File: src/rtl/secure_uart_link.sv
// Secure serial link: TX FIFO, sequence tagging and a UART-style serialiser,
// plus an RX deserialiser with a replay/gap check on the sequence tag.
module secure_uart_link #(
    parameter int DATA_W       = 8,
    parameter int SEQ_W        = 4,
    parameter int FIFO_DEPTH   = 4,
    parameter int CLKS_PER_BIT = 27
) (
    input  logic              clk_3125,
    input  logic              reset,
    input  logic              wr_en,
    input  logic [DATA_W-1:0] wr_data,
    output logic              full,
    output logic              tx_busy,
    output logic              tx_line,
    input  logic              rx_line,
    output logic [DATA_W-1:0] rx_msg,
    output logic              rx_valid,
    output logic              replay_error,
    output logic              seq_gap,
    output logic              frame_error,
    output logic [7:0]        err_count
);

    localparam int FRAME_W = DATA_W + SEQ_W;
    localparam int PTR_W   = $clog2(FIFO_DEPTH);
    localparam int CNT_W   = $clog2(CLKS_PER_BIT);
    localparam int BIT_W   = $clog2(FRAME_W);
    localparam logic [CNT_W-1:0] BIT_LAST   = CNT_W'(CLKS_PER_BIT - 1);
    localparam logic [CNT_W-1:0] HALF_LAST  = CNT_W'(CLKS_PER_BIT / 2 - 1);
    localparam logic [BIT_W-1:0] FRAME_LAST = BIT_W'(FRAME_W - 1);
    localparam logic [PTR_W:0]   DEPTH_CNT  = (PTR_W+1)'(FIFO_DEPTH);

    typedef enum logic [1:0] {S_IDLE, S_START, S_DATA, S_STOP} state_t;

    logic [DATA_W-1:0] mem [FIFO_DEPTH];
    logic [PTR_W-1:0]  wr_ptr, rd_ptr;
    logic [PTR_W:0]    fifo_cnt, fifo_cnt_nxt;
    logic              push, pop;

    state_t            tx_state;
    logic [CNT_W-1:0]  tx_cnt;
    logic [BIT_W-1:0]  tx_bit;
    logic [FRAME_W-1:0] tx_sh;
    logic [SEQ_W-1:0]  tx_seq;

    assign push    = wr_en && !full;
    assign pop     = (tx_state == S_IDLE) && (fifo_cnt != '0);
    assign tx_busy = (tx_state != S_IDLE);

    always_comb begin
        fifo_cnt_nxt = fifo_cnt;
        if (push && !pop)
            fifo_cnt_nxt = fifo_cnt + 1'b1;
        else if (pop && !push)
            fifo_cnt_nxt = fifo_cnt - 1'b1;
    end

    always_ff @(posedge clk_3125) begin
        if (push)
            mem[wr_ptr] <= wr_data;
    end

    always_ff @(posedge clk_3125 or posedge reset) begin
        if (reset) begin
            wr_ptr   <= '0;
            rd_ptr   <= '0;
            fifo_cnt <= '0;
            full     <= 1'b0;
        end else begin
            if (push)
                wr_ptr <= wr_ptr + 1'b1;
            if (pop)
                rd_ptr <= rd_ptr + 1'b1;
            fifo_cnt <= fifo_cnt_nxt;
            full     <= (fifo_cnt_nxt == DEPTH_CNT);
        end
    end

    // tx_bit counts the payload bits still to send after the one on the line
    always_ff @(posedge clk_3125 or posedge reset) begin
        if (reset) begin
            tx_state <= S_IDLE;
            tx_cnt   <= '0;
            tx_bit   <= '0;
            tx_sh    <= '0;
            tx_seq   <= '0;
            tx_line  <= 1'b1;
        end else begin
            case (tx_state)
                S_IDLE: begin
                    if (pop) begin
                        tx_sh    <= {tx_seq, mem[rd_ptr]};
                        tx_cnt   <= BIT_LAST;
                        tx_line  <= 1'b0;
                        tx_state <= S_START;
                    end
                end
                S_START: begin
                    if (tx_cnt == '0) begin
                        tx_line  <= tx_sh[0];
                        tx_sh    <= tx_sh >> 1;
                        tx_cnt   <= BIT_LAST;
                        tx_bit   <= FRAME_LAST;
                        tx_state <= S_DATA;
                    end else begin
                        tx_cnt <= tx_cnt - 1'b1;
                    end
                end
                S_DATA: begin
                    if (tx_cnt == '0) begin
                        tx_cnt <= BIT_LAST;
                        if (tx_bit == '0) begin
                            tx_line  <= 1'b1;
                            tx_state <= S_STOP;
                        end else begin
                            tx_line <= tx_sh[0];
                            tx_sh   <= tx_sh >> 1;
                            tx_bit  <= tx_bit - 1'b1;
                        end
                    end else begin
                        tx_cnt <= tx_cnt - 1'b1;
                    end
                end
                S_STOP: begin
                    if (tx_cnt == '0) begin
                        tx_seq   <= tx_seq + 1'b1;
                        tx_state <= S_IDLE;
                    end else begin
                        tx_cnt <= tx_cnt - 1'b1;
                    end
                end
                default: tx_state <= S_IDLE;
            endcase
        end
    end

    logic               rx_s1, rx_s2, rx_s3;
    state_t             rx_state;
    logic [CNT_W-1:0]   rx_cnt;
    logic [BIT_W-1:0]   rx_bit;
    logic [FRAME_W-1:0] rx_sh;
    logic [SEQ_W-1:0]   expected, rx_seq, rx_d;
    logic [DATA_W-1:0]  rx_data;

    assign rx_seq  = rx_sh[FRAME_W-1:DATA_W];
    assign rx_data = rx_sh[DATA_W-1:0];
    assign rx_d    = rx_seq - expected;

    // rx_s3 only serves falling-edge detection on the synchronised line
    always_ff @(posedge clk_3125 or posedge reset) begin
        if (reset) begin
            rx_s1 <= 1'b1;
            rx_s2 <= 1'b1;
            rx_s3 <= 1'b1;
        end else begin
            rx_s1 <= rx_line;
            rx_s2 <= rx_s1;
            rx_s3 <= rx_s2;
        end
    end

    always_ff @(posedge clk_3125 or posedge reset) begin
        if (reset) begin
            rx_state     <= S_IDLE;
            rx_cnt       <= '0;
            rx_bit       <= '0;
            rx_sh        <= '0;
            expected     <= '0;
            rx_msg       <= '0;
            rx_valid     <= 1'b0;
            replay_error <= 1'b0;
            seq_gap      <= 1'b0;
            frame_error  <= 1'b0;
            err_count    <= '0;
        end else begin
            rx_valid     <= 1'b0;
            replay_error <= 1'b0;
            seq_gap      <= 1'b0;
            frame_error  <= 1'b0;
            case (rx_state)
                S_IDLE: begin
                    if (rx_s3 && !rx_s2) begin
                        rx_cnt   <= HALF_LAST;
                        rx_state <= S_START;
                    end
                end
                S_START: begin
                    if (rx_cnt == '0) begin
                        if (!rx_s2) begin
                            rx_cnt   <= BIT_LAST;
                            rx_bit   <= FRAME_LAST;
                            rx_state <= S_DATA;
                        end else begin
                            rx_state <= S_IDLE;
                        end
                    end else begin
                        rx_cnt <= rx_cnt - 1'b1;
                    end
                end
                S_DATA: begin
                    if (rx_cnt == '0) begin
                        rx_sh  <= {rx_s2, rx_sh[FRAME_W-1:1]};
                        rx_cnt <= BIT_LAST;
                        if (rx_bit == '0)
                            rx_state <= S_STOP;
                        else
                            rx_bit <= rx_bit - 1'b1;
                    end else begin
                        rx_cnt <= rx_cnt - 1'b1;
                    end
                end
                S_STOP: begin
                    if (rx_cnt == '0) begin
                        rx_state <= S_IDLE;
                        if (!rx_s2) begin
                            frame_error <= 1'b1;
                        end else if (!rx_d[SEQ_W-1]) begin
                            // forward distance under half the tag space: accept
                            rx_msg   <= rx_data;
                            rx_valid <= 1'b1;
                            seq_gap  <= (rx_d != '0);
                            expected <= rx_seq + 1'b1;
                        end else begin
                            replay_error <= 1'b1;
                            if (err_count != 8'hFF)
                                err_count <= err_count + 1'b1;
                        end
                    end else begin
                        rx_cnt <= rx_cnt - 1'b1;
                    end
                end
                default: rx_state <= S_IDLE;
            endcase
        end
    end

endmodule

File: config.mk
export PLATFORM = sky130hd
export DESIGN_NAME = secure_uart_link
export DESIGN_NICKNAME = d
export VERILOG_FILES = /design/src/rtl/secure_uart_link.sv
export SDC_FILE = /design/constraint.sdc
export NUM_CORES = 1
export LEC_CHECK = 0
export BUFFER_PORTS_ARGS = -buffer_cell sky130_fd_sc_hd__buf_2
export CAP_MARGIN = 20
export CORE_MARGIN = 2
export CORE_UTILIZATION = 55
export CTS_BUF_LIST = sky130_fd_sc_hd__clkbuf_2 sky130_fd_sc_hd__clkbuf_4 sky130_fd_sc_hd__clkbuf_8
export DETAILED_ROUTE_END_ITERATION = 7
export PLACE_DENSITY = 0.73
export SYNTH_ARGS = -nofsm -noshare
export SYNTH_HDL_FRONTEND = slang
export SYNTH_SLANG_ARGS = --single-unit
File: constraint.sdc
create_clock -name clk_3125 -period 2.3 [get_ports clk_3125]
set_clock_uncertainty 0.15 [all_clocks]
set_input_delay 0.115 -clock clk_3125 [delete_from_list [all_inputs] [get_ports clk_3125]]
set_output_delay 0.115 -clock clk_3125 [all_outputs]
set_load 0.02 [all_outputs]
; Yosys cells after proc, flatten, opt, wreduce, memory -nomap -nowiden
; Memories as Yosys holds them, arrays and structs flattened.
; Cells that the tools add are included.
[totals]
register_bits = 86
ramBits = 32
output_inout_bits = 23
n_memories = 1
in_bits = 12
[op_classes]
n_reduce_logical = 34
add_sub_neg = 12
n_mux = 61
eq_ne = 24
n_bitwise = 1
[memory_table]
columns = name, words, word_bits, rd, rd_clocked_by_memory_dff, wr, line
row1 = mem, 4, 8, 1, 0, 1, 36  ; logic [DATA_W-1:0] mem [FIFO_DEPTH];
[ops]
columns = operator, n
row1 = two-way mux 12 bit, 4
row2 = two-way mux 5 bit, 8
row3 = case mux 12 bit (3 select lines), 1
row4 = != test 2 bit (second input constant), 15
row5 = two-way mux 4 bit, 7
row6 = AND reduction 5 bit, 5
row7 = two-way mux 2 bit, 11
row8 = two-way mux 1 bit, 21
row9 = case mux 5 bit (4 select lines), 1
row10 = case mux 2 bit (4 select lines), 2
row11 = case mux 4 bit (2 select lines), 2
row12 = case mux 5 bit (3 select lines), 1
row13 = AND reduction 4 bit, 3
row14 = zero test 5 bit, 2
row15 = subtractor 5 x 1 -> 5 bit (second input constant), 2
row16 = adder 4 x 1 -> 4 bit (second input constant), 2
row17 = adder 8 x 1 -> 8 bit (second input constant), 1
row18 = equality test 2 bit (second input constant), 4
row19 = zero test 4 bit, 2
row20 = != test 8 bit (second input constant), 1
row21 = subtractor 4 x 1 -> 4 bit (second input constant), 2
row22 = two-way mux 3 bit, 2
row23 = AND reduction 2 bit, 3
row24 = nonzero test 2 bit, 3
row25 = other kinds (16), 27

; Logic depth before layout (Yosys ltp)
; Gate-level depths: netlist of run 1.
[depth]
ltp_word = 7
mapped_depth = 9
mapped_depth_nobuf = 7

; Worst setup path after synthesis of run 1
; No wires, ideal clock.
[synth_path]
kind = register to register
startpoint = register rx_cnt[0]
endpoint = register err_count[1]
arrival_ns = 1.854
synth_period_minus_slack_ns = 2.129
stages_incl_launch_ff = 9
path_buffers = 1
slack_ns = 0.171
path_cell_list = dfrtp_1 -> inv_1 -> ha_1 -> nor4b_4 -> and3_1 -> buf_6 -> o21a_1 -> nand2_2 -> mux2_4
[synth_between]
elab_chain_len = 2
[synth_rtl]
columns = item, line
row1 = start: declaration, 140  ; logic [CNT_W-1:0] rx_cnt;
row2 = start signal: assignment, 198  ; rx_cnt <= rx_cnt - 1'b1;
row3 = start signal: assignment, 210  ; rx_cnt <= rx_cnt - 1'b1;
row4 = start signal: assignment, 230  ; rx_cnt <= rx_cnt - 1'b1;
row5 = zero test 5 bit, 214  ; if (rx_cnt == '0) begin
row6 = AND reduction 5 bit (no line), -
row7 = end signal: assignment, 227  ; err_count <= err_count + 1'b1;
row8 = end: declaration, 22  ; output logic [7:0] err_count
; Every way passes these cells.
; A chain may end at the register's enable or synchronous reset.

; Worst setup path after layout of run 1
[layout_path]
startpoint = register rx_cnt[1]
endpoint = register rx_bit[0]
[layout_between]
elab_chain_len = 3
elab_cells_between_ends = 4
cone_classes = eq/ne (2) / reduce/logical (2)
[layout_rtl]
columns = item, line
row1 = zero test 5 bit *, "189, 202"
row2 = != test 2 bit (no line), -
row3 = AND reduction 5 bit (no line) *, -
row4 = end signal: assignment, 208  ; rx_bit <= rx_bit - 1'b1;
row5 = end: declaration, 141  ; logic [BIT_W-1:0] rx_bit;
; Every way passes the cells marked *; elsewhere a longest branch is shown, timed or not.

==> results.md, run 1 <==
* Register area at ~0.0031 mm²
* First-pass GRT wire length at roughly 17000 µm
* Clk pwr share at between 30% and 40%
* R2r worst-path depth at 7
* Peak supply drop at between 0.4 and 0.5 mV
* Die width at between 100 and 150 µm
* Finished Layout Cells at between 600 and 700
* Crit-path cells: inv_1 -> ha_4 -> or4b_4 -> a2111oi_4 -> buf_4 -> nand3_1 -> o21a_1
* Num CTS Buffers at 17
* Starting density of the core at 56.8%
* Slew of the pin with the lowest slew margin at 0.580 ns
* NetSw at 1.97 mW
* Final core occ at about two thirds
* CP max FO at 4
* Worst setup EP type: register
* Footprint of the multi-input gates at between 0.002 and 0.0025 mm²
* Outcome: complete, no violations
* Register area share after synthesis at 56.2%
* Async SR Flop Fraction at 72.9%
* Number of synthesized flops with an enable pin at 32
* Leak Pwr at 3.02 nW
* Max Cap Viol at 0
* CORE AREA at a little under 0.01 mm²
* Final setup margin at 0.0947 ns
* Place WS at 0.154 ns
* Slew Viols, Final at 0
* 1st-iter DRT viols at 111
* Layout cells sized above 1 at a little under a quarter
* Fmax at 453 MHz
* Root Driver: clkbuf_8
* Fin nets at 553
* CTS sink cnt at between 100 and 150
* Post-route ant nets at 0
* Mapped Cells at 450
* Critical Path Stages at 7
* Register bit total from synthesis at around 120
* Worst slew margin at approximately 61%
* Synth unique cells at 56
* Placed cell count at a little over 600
* Placer Congestion at between 0.8 and 0.9
* Worst path arrival time at about 2.4 ns
* Ant diodes at 0
* Vias in the first global route at ~3600
* Seq pwr share at about 43%
* DIE HEIGHT at ~100 µm
* Setup crit start kind: register
* Io pins at 35
* PortBufs at 34
* DP Area at 0.00590 mm²
* Critical Path RT at about 2.5 ns
* Clk buf depth at 2
* Global route overflow at 0
* HP Class: primary input to async pin
* Post-route DRC at 0
* Fin area at 0.00647 mm²
* Slowest Stage Delay on Critical Path at around 0.48 ns
* Layout filler cell count at 746
* Post-synth top flop: dfrtp_1
* Delay-heaviest family, CP: simple AND/OR/NAND/NOR gates
* Die footprint at about 0.011 mm²
* Power Density at 954 mW/mm²
* Mapped cell area at approximately 0.0055 mm²
* Period utilisation layout at a little over nine tenths
* Fin crit period at between 2 and 2.5 ns
* CP Class: register to register
* Vias per cell at 5.38
* Total GRT Usage at 19.8%
* Sw frac at approximately a third
* Drt first pass iters at 4
* Syn Area/Cell at 12.3 µm²
* CP max-delay cell: or4b_4
* Initial antenna violation count at 0
* Via count at roughly 3500
* Gate power share at roughly 24%
* Clock latency on the worst-skew pair at 0.42 ns
* Clock transition at path regs at 0.08 ns
* Synthesis-to-finish area growth at 16.6%
* FP Rows at 36
* Htree depth at 4
* Mapped Nets at ~490
* Drt wl/cell at 14.7 µm
* Pint at 4.21 mW
* Setup violators final at 0
* Buf/Inv on CP at 2
* Pin count of the biggest net entering global routing at 62
* HPWL Detailed at around 6600 µm
* Final Hold Fails at 0
* Final hold slack at around 0.15 ns
* Synth Warn # at 0
* Detailed Route WL at 9670 µm
* CTS tree: built
area by class of cell:
type | count | area share, %
timing repair buffer | 56 | 5.80
tap | 133 | 2.57
sequential | 118 | 48.2
multi-input combinational | 291 | 35.1
clock buffer | 17 | 3.62
clock inverter | 15 | 3.02
inverter | 28 | 1.68
power groups by stage:
stage / logic (mW) / clock network [mW] / registers [mW]
4_1_cts: 1.46 / 2.06 / 2.67
2_1_floorplan: 1.13 / 0 / 2.68
3_3_place_gp: 1.36 / 0 / 2.69
3_5_place_dp: 1.43 / 0 / 2.71
5_1_grt: 1.68 / 2.17 / 2.71
6_report: 1.49 / 2.01 / 2.68
repair_timing:
action                                  4_1_cts  5_1_grt
setup buffers                                 0        3
endpoints found under the hold margin        59        0
gates resized for setup                       0        3
hold buffers                                 11        0
endpoints found under the setup margin        0        7
cell usage in the layout (no fill, tap or decap), drive strengths merged, types with 8 or more instances in the layout:
cell type / netlist / layout
a21oi: 19 / 19
buf: 3 / 45
clkbuf: 10 / 17
dfrtp: 82 / 82
dlygate4sd3: 0 / 11
edfxtp: 32 / 32
ha: 28 / 28
inv: 28 / 32
mux2: 24 / 24
mux2i: 15 / 15
mux4: 8 / 8
nand2: 36 / 36
nand3: 14 / 14
nor2: 25 / 25
o21ai: 32 / 32
xnor2: 16 / 16
worst register-to-register path, delay by kind of cell, from the launching register on:
family,cells,cell delay [ns]
DFF,1,0.41
buffers and inverters,2,0.32
and+or+nand+nor,2,0.56
AOI/OAI and AO/OA,2,0.53
adders and majority gates,1,0.15
per-layer routing:
| layer | routed length (µm) | vias to the layer above | GRT usage, % |
|---|---|---|---|
| met2 | 4750 | 73 | 30.6 |
| met3 | 397 | 7 | 5.95 |
| met5 | 0 | - | 0 |
| li1 | - | 1722 | - |
| met4 | 69 | 0 | 6.76 |
| met1 | 4450 | 1735 | 26.7 |
path summary, 6_finish.rpt:
| kind | end | from | slack [ns] |
|---|---|---|---|
| worst max-delay path | rx_bit[0] | rx_cnt[1] | 0.09 |
| worst min-delay path | rx_valid | reset | 0.15 |
| worst max register to register | rx_bit[0] | rx_cnt[1] | 0.09 |
| worst min register to register | rx_s2 | rx_s1 | 0.21 |
| max in group asynchronous | rx_s3 | reset | 1.13 |
| min in group clk_3125 | rx_s1 | rx_line | 0.18 |
registers in the layout, indices dropped and copies added, names as in the netlist, 2 cells and up, named ones only:
register / count
tx_cnt: 5
tx_seq: 4
err_count: 8
tx_state: 2
rx_cnt: 5
rx_bit: 4
rx_sh: 12
tx_bit: 4
expected: 4
mem: 32
wr_ptr: 2
tx_sh: 12
rx_msg: 8
fifo_cnt: 3
rd_ptr: 2
Yosys cell counts (3+ instances only):
cell type	instances	area [µm²]
dfrtp_1	82	2050
nand2_1	35	131
edfxtp_1	32	961
o21ai_0	31	155
ha_1	28	350
inv_1	28	105
nor2_1	25	93.8
mux2_2	21	236
a21oi_1	19	95.1
xnor2_1	16	140
mux2i_1	15	150
nand3_1	14	70.1
clkbuf_1	9	33.8
mux4_2	8	180
nand2b_1	7	43.8
nor3_1	6	30.0
nor3b_1	6	45.0
and2_1	5	31.3
xor2_1	5	43.8
a31oi_1	4	25.0
dfstp_2	4	105
and3_1	3	18.8
mux2_4	3	45.0
logic make-up (layout without fill, tap and decap cells):
family | count (synthesis) | after routing | synth area share [%]
simple gates | 120 | 120 | 11.6
xor+xnor | 21 | 21 | 3.31
compound gates | 73 | 73 | 7.98
mux | 47 | 47 | 11.0
flops | 118 | 118 | 56.2
fa+ha+maj | 30 | 30 | 6.85
buf+inv | 41 | 116 | 3.07
per-stage QoR:
stage | setup TNS [ns] | power [mW]
detailed placement | 0 | 4.14
global route | -0.00363 | 6.56
CTS | 0 | 6.19
finish | 0 | 6.18
floorplan | 0 | 3.81
global placement | 0 | 4.05
Note: power is estimated with default switching activity, not from simulation.
==> run 2, diff against run 1 <==
==> constraint.sdc (replaced) <==
create_clock -name clk_3125 -period 2.3 [get_ports clk_3125]
set_clock_uncertainty 0.15 [all_clocks]
set_input_delay 0.23 -clock clk_3125 [delete_from_list [all_inputs] [get_ports clk_3125]]
set_output_delay 0.23 -clock clk_3125 [all_outputs]
set_load 0.02 [all_outputs]
==> run 2 against run 1 <==
Net effect:
- combinational power hardly changed
- critical path depth stayed put
- worst hold slack better by 0.0019 ns
- sequential share of layout area decreased by 0.29 points
- core utilization up 0.40 points
- sequential power barely moved
- worst setup slack worse by 0.019 ns
- largest cell class unchanged
==> results.md, run 2 (synthesized netlist as in run 1, its figures left out) <==
* Outcome: complete, no violations
* CP max FO at 4
* Drt first pass iters at 5
* Slew of the pin with the lowest slew margin at roughly 0.56 ns
* CTS sink cnt at 118
* Root Driver: clkbuf_8
* Worst setup EP type: register
* Placer Congestion at 0.800
* Worst path arrival time at ~2.4 ns
* Die width at around 100 µm
* Vias in the first global route at around 3600
* Max Cap Viol at 0
* Vias per cell at approximately 5.3
* FP Rows at 36
* Commonest non-fill, non-tap cells in the layout: dfrtp_1, nand2_1, buf_2, edfxtp_1, o21ai_0
* Slew Viols, Final at 0
* Clock latency on the worst-skew pair at about 0.42 ns
* Via count at approximately 3500
* DIE HEIGHT at between 100 and 150 µm
* Ant diodes at 0
* Reg with most FFs: mem
* Most common cell after layout, fill and taps aside: dfrtp_1
* Top flop regs: mem: 32 flops, rx_sh: 12 flops, tx_sh: 12 flops
* Final setup margin at between 0.07 and 0.08 ns
* Setup crit start kind: register
* Drt wl/cell at approximately 15 µm
* Detailed Route WL at between 9000 and 10000 µm
* Post-route DRC at 0
* CORE AREA at 0.00977 mm²
* Die footprint at 0.0109 mm²
* CP Class: register to register
* Synthesis-to-finish area growth at 17.3%
* Pin count of the biggest net entering global routing at approximately 40
* Leak Pwr at roughly 3.0 nW
* Hold path depth at 4
* Initial antenna violation count at 0
* Num CTS Buffers at 17
* Post-route ant nets at 0
* Clock transition at path regs at about 0.070 ns
* Max reg flops at 32
* Final core occ at 66.6%
* Setup violators final at 0
* Global route overflow at 0
* PortBufs at 34
* Fin crit period at around 2.2 ns
* Place WS at ~0.09 ns
* Layout cells sized above 1 at approximately a quarter
* Final Hold Fails at 0
* Power Density at 973 mW/mm²
* First-pass GRT wire length at approximately 17000 µm
* Fin nets at roughly 560
* Period utilisation layout at between 90% and 100%
* Io pins at 35
* Placed cell count at 614
* R2r worst-path depth at 7
* HP Class: primary input to register
* CTS tree: built
* Htree depth at 4
* 1st-iter DRT viols at roughly 120
* Finished Layout Cells at 660
* Peak supply drop at 0.611 mV
* Critical Path RT at approximately 2.5 ns
* Layout filler cell count at roughly 740
* Total GRT Usage at between 15 and 20%
* Total Power at roughly 6.3 mW
* Starting density of the core at between 50 and 60%
* Worst slew margin at about 63%
* Clk buf depth at 2
* HPWL Detailed at 6620 µm
* Fmax at approximately 450 MHz
## run 2: report_power, final
| part | internal, mW | leakage [nW] | switching (mW) |
|---|---|---|---|
| sequential | 2.46 | 1.39 | 0.216 |
| combinational | 0.656 | 1.42 | 0.862 |
| clock | 1.31 | 0.221 | 0.830 |
| total | 4.43 | 3.03 | 1.91 |
## run 2: worst paths after layout
path / from / end / slack, ns
max: rx_cnt[0] / rx_bit[3] / 0.08
min: wr_en / wr_ptr[0] / 0.15
max reg2reg: rx_cnt[0] / rx_bit[3] / 0.08
min reg2reg: rx_s1 / rx_s2 / 0.21
max in group asynchronous: reset / expected[0] / 1.05
min in group asynchronous: reset / rx_msg[3] / 0.26
## run 2: per-layer routing
layer | routed length [µm] | vias up | track usage (%)
met5 | 0 | - | 0
met4 | 92 | 0 | 6.66
met3 | 371 | 6 | 6.08
met2 | 4770 | 58 | 30.6
met1 | 4390 | 1732 | 25.1
li1 | - | 1724 | -
## run 2: worst max-delay path, cell delays in order, from the launching register on
cell and delay [ns]:
dfrtp_1 0.41, inv_2 0.09, ha_4 0.14, or4b_4 0.49, a2111oi_4 0.41, buf_4 0.18, a21oi_1 0.05, o21ai_0 0.21
## run 2: timing repair
| action | CTS | global route |
|---|---|---|
| setup buffers | 0 | 4 |
| resized for setup | 0 | 5 |
| hold buffers | 10 | 0 |
| endpoints found under the hold margin | 55 | 0 |
| endpoints found under the setup margin | 0 | 9 |
## run 2: final cells by class
class / instances / area, µm² / share of cell area, %
timing repair buffer: 58 / 388 / 5.96
multi-input combinational: 291 / 2280 / 35.0
inverter: 28 / 109 / 1.67
sequential: 118 / 3120 / 47.9
tap: 133 / 166 / 2.56
clock inverter: 13 / 204 / 3.13
clock buffer: 19 / 249 / 3.82
## run 2: through the flow
stage	TNS (ns)	area [µm²]	hold slack [ns]
final	0	6510	0.153
after global routing	-0.0681	6510	0.154
after CTS	0	6460	0.130
after detailed placement	0	5910	0.172
after global placement	0	5910	0.169
after floorplan	0	5550	0.0845
==> run 3, diff against run 2 <==
--- a/config.mk
+++ b/config.mk
@@ -12,6 +12,7 @@
 export CTS_BUF_LIST = sky130_fd_sc_hd__clkbuf_2 sky130_fd_sc_hd__clkbuf_4 sky130_fd_sc_hd__clkbuf_8
 export DETAILED_ROUTE_END_ITERATION = 7
 export PLACE_DENSITY = 0.73
+export SKIP_LAST_GASP = 1
 export SYNTH_ARGS = -nofsm -noshare
 export SYNTH_HDL_FRONTEND = slang
 export SYNTH_SLANG_ARGS = --single-unit
==> constraint.sdc (replaced) <==
create_clock -name clk_3125 -period 2 [get_ports clk_3125]
set_clock_uncertainty 0.15 [all_clocks]
set_input_delay 0.2 -clock clk_3125 [delete_from_list [all_inputs] [get_ports clk_3125]]
set_output_delay 0.2 -clock clk_3125 [all_outputs]
set_load 0.02 [all_outputs]
==> run 3 against run 2 <==
Net effect:
- the flow now finishes with violations (negative setup slack)
- non-clock buffer count increased by 43
- sequential cell count is the same
- register-to-register slack worse by 0.17 ns
- clock-buffer cell count decreased by 2
- first-iteration DRC count rose by 4.9%
- global-route usage increased by 0.33 points
- die area did not move
- design area rose by 7.6%
- clock power down 3%
==> results.md, run 3 (synthesized netlist as in run 1, its figures left out) <==
* Commonest non-fill, non-tap cells in the layout: dfrtp_1, buf_4, buf_2, nand2_1, edfxtp_1
* Hold path depth at 4
* CTS tree: built
* Hold_sp: wr_en
* Final hold slack at ~0.13 ns
* DP Area at 0.00622 mm²
* Total GRT Usage at between 10% and 20%
* Htree depth at 4
* Global route overflow at 0
* FF-to-FF setup slack at -0.09 ns
* Failing checks: negative setup slack
* Buf/Inv on CP at 2
* Final Hold Fails at 0
* CP Class: register to register
* Placer Congestion at around 0.8
* R2r worst-path depth at 7
* CP max FO at 6
* Io pins at 35
* Post-route ant nets at 0
* Slew Viols, Final at 0
* Root Driver: clkbuf_8
* Hold EP: wr_ptr[0]
* Peak supply drop at between 0.5 and 0.6 mV
* First-pass GRT wire length at roughly 17000 µm
* FF-to-FF Start: rx_cnt[1]
* Layout cells sized above 1 at approximately a third
* Fin area at 0.00700 mm²
* Power Density at about 1100 mW/mm²
* CORE AREA at about 0.01 mm²
* Top flop regs: mem: 32 flops, rx_sh: 12 flops, tx_sh: 12 flops
* Setup violators final at 6
* Final setup margin at -0.0928 ns
* Via count at between 3000 and 4000
* Die width at approximately 100 µm
* Starting density of the core at around 57%
* 1st-iter DRT viols at around 130
* Num CTS Buffers at 17
* RSZ-0062 raised after global routing: yes
* Finished Layout Cells at slightly above 700
* Clk buf depth at 2
* Worst setup EP type: register
* PortBufs at 34
* Leak Pwr at about 3.3 nW
* CP max-delay cell: or4b_4
* Clock latency on the worst-skew pair at approximately 0.43 ns
* Worst reg2reg path endpoint: rx_bit[3]
* Initial antenna violation count at 0
* Period utilisation layout at 105%
* FP Rows at 36
* Reg with most FFs: mem
* Vias per cell at about 5.4
* Vias in the first global route at around 3800
* Fmax at 478 MHz
* Most common cell after layout, fill and taps aside: dfrtp_1
* Max reg flops at 32
* Crit path launch: rx_cnt[1]
* Max Cap Viol at 0
* Fin nets at between 500 and 600
* Fin crit period at 2.09 ns
* Worst slew margin at between 70% and 80%
* Critical Path RT at around 2.2 ns
* Total Power at approximately 7.5 mW
* Die footprint at 0.0109 mm²
* Clock transition at path regs at about 0.080 ns
* HP Class: primary input to register
* Final core occ at a little under three quarters
* Setup crit start kind: register
* Worst path arrival time at ~2.3 ns
* Pin count of the biggest net entering global routing at 87
* Delay-heaviest family, CP: simple AND/OR/NAND/NOR gates
* Outcome: finished, violations left
* Slew of the pin with the lowest slew margin at about 0.45 ns
* Ant diodes at 0
* HPWL Detailed at 6860 µm
* Crit-path cells: inv_2 -> ha_4 -> or4b_4 -> a2111oi_4 -> buf_4 -> and3_4 -> o21ai_2
* Slowest Stage Delay on Critical Path at 0.48 ns
* Synthesis-to-finish area growth at 26.2%
* Placed cell count at about 650
* Drt first pass iters at 5
* Post-route DRC at 0
* Place WS at -0.0220 ns
* Drt wl/cell at roughly 15 µm
* DIE HEIGHT at approximately 100 µm
* Detailed Route WL at 10800 µm
* CTS sink cnt at about 120
* Setup tns final at -0.223 ns
## run 3: worst register-to-register path, delay by kind of cell (launching register included)
kind,cells,cell delay (ns)
and+or+nand+nor,2,0.66
buffers and inverters,2,0.29
DFF,1,0.39
adders and majority gates,1,0.14
AOI/OAI and AO/OA,2,0.35
## run 3: how the worst max path moves through the flow
stage	slack [ns]	cells past startpoint	endpoint
floorplan	-0.13	8	err_count[1]
global placement	-0.009	6	rx_msg[1]
detailed placement	-0.02	8	rx_cnt[2]
CTS	-0.03	7	rx_bit[3]
global route	-0.16	7	rx_bit[3]
finish	-0.09	7	rx_bit[3]
## run 3: routing by layer
layer / up-vias / share of wire [%] / wire (µm) / track usage [%]
met1: 1897 / 43 / 4680 / 24.4
met2: 67 / 52 / 5620 / 33.3
met3: 20 / 3.3 / 362 / 4.70
met4: 0 / 1.6 / 172 / 7.05
met5: - / 0 / 0 / 0
li1: 1820 / - / - / -
## run 3: cell type report
type / instances / area (µm²)
Clock buffer: 17 / 234
Clock inverter: 15 / 148
Fill cell: 682 / 2770
Inverter: 28 / 109
Multi-Input combinational cell: 292 / 2460
Sequential cell: 118 / 3120
Tap cell: 133 / 166
Timing Repair Buffer: 101 / 762
## run 3: where the power goes
| group | switching (mW) | internal [mW] | total (mW) |
|---|---|---|---|
| combinational | 1.23 | 1.10 | 2.32 |
| clock | 1.06 | 1.01 | 2.07 |
| sequential | 0.223 | 2.83 | 3.05 |
## run 3: timing repair
item                       4_1_cts  5_1_grt
pin swaps                        0        8
setup endpoints to repair       18       53
resized for setup                6       48
buffers inserted                 0        5
hold buffers                    10        0
hold endpoints to repair       115        0
gates cloned                     0        4
